**config.mk**
```make
export PLATFORM = sky130hd
export DESIGN_NAME = rf_wb_arbiter
export DESIGN_NICKNAME = d
export VERILOG_FILES = /design/src/rtl/rf_wb_arbiter.sv
export SDC_FILE = /design/constraint.sdc
export NUM_CORES = 1
export LEC_CHECK = 0
export CAP_MARGIN = 20
export CORE_MARGIN = 3
export CORE_UTILIZATION = 47
export CTS_CLUSTER_SIZE = 20
export DETAILED_ROUTE_END_ITERATION = 16
export PLACE_DENSITY_LB_ADDON = 0.05
export SLEW_MARGIN = 5
export SYNTH_ARGS = -nofsm -noshare
export SYNTH_HDL_FRONTEND = slang
export SYNTH_SLANG_ARGS = --single-unit
```
**constraint.sdc**
```tcl
create_clock -name clk -period 2.65 [get_ports clk]
set_input_delay 0.53 -clock clk [delete_from_list [all_inputs] [get_ports clk]]
set_output_delay 0.53 -clock clk [all_outputs]
set_load 0.1 [all_outputs]
```
**src/rtl/rf_wb_arbiter.sv**
```systemverilog
// rf_wb_arbiter: owns the single register-file write port. It arbitrates
// between pipeline writeback (A, fixed priority) and long-latency writeback
// (B, starvation-protected), registers the winner onto rd_we/rd_num/rd_data,
// and tracks registers whose long-latency results are still outstanding.
//
// Handshake: a port transfers on a cycle where valid & ready are both high at
// the rising edge. Ready never depends on the same port's valid. Both readies
// are low while rst_b is low.
module rf_wb_arbiter #(
   parameter int STARVE_LIMIT = 4
) (
   input  logic        clk,
   input  logic        rst_b,
   input  logic        a_valid,
   input  logic [4:0]  a_num,
   input  logic [31:0] a_data,
   output logic        a_ready,
   input  logic        b_valid,
   input  logic [4:0]  b_num,
   input  logic [31:0] b_data,
   output logic        b_ready,
   input  logic        issue_valid,
   input  logic [4:0]  issue_num,
   input  logic [4:0]  rs_num,
   input  logic [4:0]  rt_num,
   output logic        rs_busy,
   output logic        rt_busy,
   output logic        rd_we,
   output logic [4:0]  rd_num,
   output logic [31:0] rd_data,
   output logic        sb_err
);

   localparam logic [2:0] LP_LIMIT = 3'(STARVE_LIMIT);

   logic [2:0]  r_starve_cnt;
   logic        r_rd_we;
   logic [4:0]  r_rd_num;
   logic [31:0] r_rd_data;
   logic [31:0] r_pending;
   logic        r_sb_err;

   logic        w_starve_hit;
   logic        w_a_ready;
   logic        w_b_ready;
   logic        w_a_xfer;
   logic        w_b_xfer;
   logic [31:0] w_set_mask;
   logic [31:0] w_clr_mask;
   logic [31:0] w_pending_nxt;
   logic        w_dup_issue;

   // B has waited long enough to pre-empt A.
   assign w_starve_hit = (r_starve_cnt >= LP_LIMIT);

   // A is held off only when B is starving; B goes when A is idle or starving.
   assign w_a_ready = rst_b & ~(b_valid & w_starve_hit);
   assign w_b_ready = rst_b & (~a_valid | w_starve_hit);
   assign w_a_xfer  = a_valid & w_a_ready;
   assign w_b_xfer  = b_valid & w_b_ready;

   assign a_ready = w_a_ready;
   assign b_ready = w_b_ready;

   // Count consecutive cycles B is held off; saturate at 7, clear otherwise.
   always_ff @(posedge clk) begin
      if (!rst_b) begin
         r_starve_cnt <= 3'd0;
      end else if (b_valid && !w_b_ready) begin
         if (r_starve_cnt != 3'd7) begin
            r_starve_cnt <= r_starve_cnt + 3'd1;
         end
      end else begin
         r_starve_cnt <= 3'd0;
      end
   end

   // Register the winning write; r0 writes complete the handshake but never assert rd_we.
   always_ff @(posedge clk) begin
      if (!rst_b) begin
         r_rd_we   <= 1'b0;
         r_rd_num  <= 5'd0;
         r_rd_data <= 32'd0;
      end else if (w_a_xfer) begin
         r_rd_we   <= (a_num != 5'd0);
         r_rd_num  <= a_num;
         r_rd_data <= a_data;
      end else if (w_b_xfer) begin
         r_rd_we   <= (b_num != 5'd0);
         r_rd_num  <= b_num;
         r_rd_data <= b_data;
      end else begin
         r_rd_we   <= 1'b0;
      end
   end

   // Scoreboard next state: a same-cycle set beats a B-return clear.
   always_comb begin
      w_set_mask = 32'd0;
      w_clr_mask = 32'd0;
      if (issue_valid && rst_b && (issue_num != 5'd0)) begin
         w_set_mask[issue_num] = 1'b1;
      end
      if (w_b_xfer) begin
         w_clr_mask[b_num] = 1'b1;
      end
      w_pending_nxt    = (r_pending & ~w_clr_mask) | w_set_mask;
      w_pending_nxt[0] = 1'b0;
      w_dup_issue      = |(w_set_mask & r_pending & ~w_clr_mask);
   end

   // Pending bits and the sticky double-issue flag.
   always_ff @(posedge clk) begin
      if (!rst_b) begin
         r_pending <= 32'd0;
         r_sb_err  <= 1'b0;
      end else begin
         r_pending <= w_pending_nxt;
         if (w_dup_issue) begin
            r_sb_err <= 1'b1;
         end
      end
   end

   // Operand busy: outstanding, or sitting in the output stage not yet committed.
   assign rs_busy = (rs_num != 5'd0) & (r_pending[rs_num] | (r_rd_we & (r_rd_num == rs_num)));
   assign rt_busy = (rt_num != 5'd0) & (r_pending[rt_num] | (r_rd_we & (r_rd_num == rt_num)));

   assign rd_we   = r_rd_we;
   assign rd_num  = r_rd_num;
   assign rd_data = r_rd_data;
   assign sb_err  = r_sb_err;

endmodule

```
; ---- Yosys cells after proc, flatten, opt, wreduce, memory -nomap -nowiden
; Index checks and enable logic that the tools add are counted.
[word_totals]
ff_bits = 74
latchBits = 0
mem_bits_rw = 0
romBits = 0
in_bits = 94
out_inout_bits = 43
n_memories = 0
[op_classes]
add_sub_neg = 1
n_mul = 0
div_mod_pow = 0
n_lt_le_gt_ge = 7
eq_ne = 3
n_shift = 0
n_mux = 16
bitwise = 19
n_reduce_logical = 14
[op_table]
columns = cell, n
row1 = 2-to-1 mux 32 bit, 4
row2 = bitwise AND 32 bit, 3
row3 = inverter 32 bit, 1
row4 = bitwise OR 32 bit, 1
row5 = OR reduction 32 bit, 1
row6 = nonzero test 5 bit, 5
row7 = "less-than comparator 5 x 6 -> 1 bit, second input constant", 4
row8 = binary-select mux 1 bit (select 5 bit), 2
row9 = demux 1 bit (select 5 bit), 2
row10 = equality test 5 bit, 2
row11 = "greater-or-equal comparator 5 x 1 -> 1 bit, second input constant", 2
row12 = 2-to-1 mux 5 bit, 2
row13 = bitwise AND 1 bit, 9
row14 = 2-to-1 mux 1 bit, 6
row15 = logical AND 1 bit, 5
row16 = "adder 3 x 1 -> 3 bit, second input constant", 1
row17 = "greater-or-equal comparator 3 bit, second input constant", 1
row18 = "inequality test 3 bit, second input constant", 1
row19 = bitwise OR 1 bit, 3
row20 = inverter 1 bit, 2
row21 = AND reduction 2 bit, 1
row22 = nonzero test 2 bit, 1
row23 = logical NOT 1 bit, 1

; ---- Longest topological paths before layout
[depth]
word_depth = 8
ltp_mapped = 9
depth_no_buf = 6

; ---- Worst setup path after synthesis
; Ideal clock, no wire load.
[synth_path]
kind = reg2out
start = register r_rd_num[1], in the netlist rd_num[1]
end = output rs_busy
arrival_time_ps = 2992
required_ps = 2120
setup_slack_ps = -872
stages_incl_launch_ff = 6
path_buffers = 0
path_cell_list = dfxtp_1 xor2_1 nor4_1 and3_1 o21ai_1 o21ai_1
[synth_via]
elab_chain_len = 4
[synth_rtl]
columns = item, line_no
row1 = "start, declared", 38  ; logic [4:0] r_rd_num;
row2 = "start signal, assigned", 86  ; r_rd_num <= a_num;
row3 = "start signal, assigned", 90  ; r_rd_num <= b_num;
row4 = equality test 5 bit, 126  ; assign rs_busy = (rs_num != 5'd0) & (r_pending[rs_num] | (r_rd_we & (r_rd_num == rs_num)));
row5 = bitwise AND 1 bit, 126
row6 = bitwise OR 1 bit, 126
row7 = bitwise AND 1 bit, 126
row8 = "end, declared", 26  ; output logic rs_busy,
; No other way between the ends.

; ---- Worst setup path in the final report
[layout_path]
start = input rs_num[0]
end = output rs_busy
[layout_via]
elab_chain_len = 4
elab_cells_between_ends = 7
cone_classes = eq/ne: 1 / mux: 2 / bitwise: 3 / reduce/logical: 1
[layout_rtl]
columns = item, line_no
row1 = "start, declared", 24  ; input logic [4:0] rs_num,
row2 = binary-select mux 1 bit (select 5 bit) or equality test 5 bit (tied branches), 126
row3 = 2-to-1 mux 1 bit (not written as such) or bitwise AND 1 bit (tied branches), 126
row4 = bitwise OR 1 bit, 126
row5 = bitwise AND 1 bit (*), 126
; Every way passes the cells marked *; elsewhere a longest branch is shown, timed or not. The select of a mux whose other input is x is not followed.

==> results.tsv <==
stage	metric	value	unit
detailed_routing	Vias per Instance	6.13	
detailed_routing	1st-pass router iterations	5	
synth	EDFF count, synth	0	
die	DIE AREA	10100	µm²
clock_tree	later-pin clock latency in the skew report	0.36	ns
synth	syn avg cell area	8.81	µm²
sta	min Tclk post-route	2.66	ns
placement	PortBufs	136	
hold_path	type of the worst min-delay path	flop to flop	
finish	area of the multi-input gates	2600	µm²
synth	Post-Syn Nets	570	
synth	ranking of synthesized cells by area	dfxtp_1 (35%), mux4_2 (9.7%), nand2_1 (6.5%), o211a_1 (5.3%), o41ai_1 (4.6%)	
run_status	failing checks	negative setup slack	
critical_path	WP data arrival	2.13	ns
placement	GP Congestion	1.01	
grt	initial antenna violation count	0	
detailed_routing	Final ANT Viol Nets	0	
synth	post-synth top area cell	dfxtp_1	
critical_path	CP endpoint kind	output pin	
sta	RSZ-0062 raised after global routing	yes	
finish	Sequential Area	1470	µm²
detailed_routing	DRC Markers	0	
run_status	status	complete, but fails checks	
sta	worst slew pin tran	0.698	ns
clock_tree	CTS buffer count	9	
critical_path	startpoint types	input pin	
sta	setup violators final	2	
detailed_routing	vias	4611	
synth	FFs w/ async S/R, synth	0	%
die	row count	33	
finish	Finished Cell Area	6180	µm²
synth	largest family of logic cells by synthesized area	compound AO/OA/AOI/OAI gates	
clock_tree	Max clock buf depth	2	
finish	Nets	738	
synth	post-synthesis sequential area ratio	35.0	%
clock_tree	CTS tree	done	
grt	met2 Track Usage GR	44.1	%
finish	area delta synth->final	48.1	%
power	Cell Pwr Density	459	nW/µm²
grt	GR peak layer	met2	
detailed_routing	DR iter-0 viols	333	
synth	Simple-Gate Fraction of Synth Area	17.8	%
placement	Area after DPL	5930	µm²
placement	placed cells	732	
sta	Hold Vio Cnt, Final	0	
critical_path	Reg-to-Reg Start	r_starve_cnt[2]$_SDFFE_PN0P_	
synth	FF+latch count, synth	73	
grt	largest net degree at the start of global routing	75	
grt	GR Layer Usage met1	38.2	%
clock_tree	clock-pin slew on the worst setup and hold paths	0.08	ns
power	Peak VDD IR	0.000321	V
synth	Post-Synth XOR/XNOR Area	2.31	%
grt	gr usage total	28.4	%
die	Core Area	8420	µm²
synth	Synth Area in Adders	0.599	%
synth	prevailing post-synth register cell	dfxtp_1	
synth	most frequent cell after synthesis	dfxtp_1	
grt	met3 Resource Use GR	8.13	%
sta	Layout Skew	0.00955	ns
power	Leak	2.52	nW
synth	share of the synthesized area in the top cell type	35.0	%
synth	mux cell area share after synthesis	10.7	%
synth	Distinct cells, synth	45	
critical_path	CP Data Required Time	2.12	ns
finish	Non-Filler Instances	752	
synth	Synth Area in Compound Gates	29.5	%
grt	grt total ovfl	0	
critical_path	Worst R2R End	sb_err$_SDFFE_PN0P_	
finish	Antenna Cells	0	
die	I/O pins	137	
synth	gate count after technology mapping	474	
sta	Max Clock Freq	376	MHz
synth	synthesized area	4180	µm²
die	Die Y-Extent	100	µm
sta	Period Utilization, post-route	100	%
finish	fraction of layout cells with a size suffix above 1	25.3	%
clock_tree	H-Tree Depth	3	
synth	Synth warnings	0	
sta	fin. max-slew vios	0	
critical_path	CP max FO	5	
die	starting density of the core	49.6	%
critical_path	critical path endpoint	rs_busy	
grt	first-pass GRT wire length	22600	µm
sta	Slew HR	53.5	%
critical_path	kind of critical path	input pin to output pin	
clock_tree	Root Buffer	clkbuf_8	
sta	Final WS setup	-0.00932	ns
critical_path	Reg2Reg Depth	7	
finish	fill count	653	
critical_path	R2R setup slack	0.41	ns
grt	vias in the first global route	4452	
detailed_routing	post-DR wirelength/cell	19.4	µm
detailed_routing	WL final	14600	µm
critical_path	crit path launch	rs_num[0]	
placement	hpwl dp	10500	µm
clock_tree	Num Clock Sinks	73	
synth	commonest cells in the netlist	dfxtp_1 (73), nand2_1 (72), o21ai_0 (37)	
die	die span in x	100	µm
run	max-cap viol count	0	
-- repair_timing --
item	in CTS	in global routing
setup endpoints to repair	2	17
resized for setup	27	11
pin swaps	7	7
cloned	1	0
buffers inserted	3	1
hold buffers	0	0
-- per-layer routing --
| metal | part of all wire [%] | wire length [µm] |
|---|---|---|
| met1 | 40 | 5870 |
| met2 | 47 | 6850 |
| met3 | 11 | 1620 |
| met4 | 1.8 | 261 |
| met5 | 0 | 0 |
-- critical path: stages --
cell and delay [ns]:
buf_8 0.09, buf_12 0.12, mux4_2 0.50, mux4_2 0.50, o21ai_2 0.14, o21ai_2 0.08, buf_12 0.17
-- worst min path at each step --
stage,from,endpoint,cells after the start
global placement,rd_data[9]$_SDFFE_PN0P_,rd_data[9]$_SDFFE_PN0P_,2
CTS,rd_data[1]$_SDFFE_PN0P_,rd_data[1]$_SDFFE_PN0P_,2
floorplan,r_pending[7]$_SDFF_PN0_,r_pending[7]$_SDFF_PN0_,2
detailed placement,rd_data[1]$_SDFFE_PN0P_,rd_data[1]$_SDFFE_PN0P_,2
global route,rd_data[3]$_SDFFE_PN0P_,rd_data[3]$_SDFFE_PN0P_,2
finish,rd_data[1]$_SDFFE_PN0P_,rd_data[1]$_SDFFE_PN0P_,2
-- through the flow --
step	worst slack [ns]	util, %	hold slack (ns)	power (mW)	setup TNS [ns]
after floorplan	-0.349	-	0.468	1.72	-0.349
after global placement	-0.537	70.4	0.442	2.03	-3.86
after detailed placement	-0.544	70.4	0.445	2.05	-4.46
after CTS	-0.109	73.3	0.458	2.84	-0.122
after global routing	-0.0584	73.4	0.485	2.94	-0.115
final	-0.00932	73.4	0.456	2.84	-0.0171
-- flip-flops by register name, summed over array words and instances (netlist names) --
signal and cells:
r_pending 31, rd_data 32, sb_err 1, rd_num 5, r_starve_cnt 3, rd_we 1
-- layout by cell type, fill, tap and decap left out, types with 3 or more instances in the layout --
master | synthesis | routed
a21boi_0 | 24 | 24
a21boi_1 | 18 | 17
a22oi_1 | 16 | 16
and2_1 | 6 | 6
and3_1 | 4 | 4
buf_12 | 0 | 6
buf_4 | 0 | 96
clkbuf_8 | 0 | 9
clkdlybuf4s50_1 | 0 | 83
clkinv_2 | 0 | 3
clkinvlp_4 | 0 | 3
dfxtp_1 | 73 | 69
dfxtp_2 | 0 | 4
inv_1 | 3 | 3
mux4_2 | 18 | 18
nand2_1 | 72 | 72
nand2b_1 | 5 | 5
nand3_1 | 25 | 25
nand3b_1 | 3 | 3
nand4_1 | 3 | 3
nor2_1 | 13 | 11
nor3b_1 | 3 | 3
o211a_1 | 22 | 22
o21ai_0 | 37 | 35
o21ai_1 | 9 | 5
o21ai_2 | 0 | 5
o22ai_1 | 13 | 13
o41ai_1 | 22 | 21
or3b_1 | 3 | 3
or4_1 | 3 | 3
xor2_1 | 9 | 9
-- power by group --
part | leakage [nW] | internal (mW) | switching, mW | total (mW)
Sequential | 0.597 | 1.14 | 0.0292 | 1.17
Combinational | 1.84 | 0.321 | 0.548 | 0.869
Clock | 0.0814 | 0.338 | 0.462 | 0.799
Total | 2.52 | 1.80 | 1.04 | 2.84
-- kinds of logic after synthesis --
kind of cell,Yosys count
buf+inv,43
mux,22
simple gates,154
flops,73
xor+xnor,11
fa+ha+maj,2
compound gates,169
-- final cells by class --
class                   instances  area share, %
well taps                     105           2.12
inverters                       3          0.182
repair buffers                197           29.2
clock buffers                   9           2.00
flip-flops and latches         73           23.7
multi-input cells             358           42.0
clock inverters                 7          0.749
No activity file was read; power rests on OpenSTA's default activity.
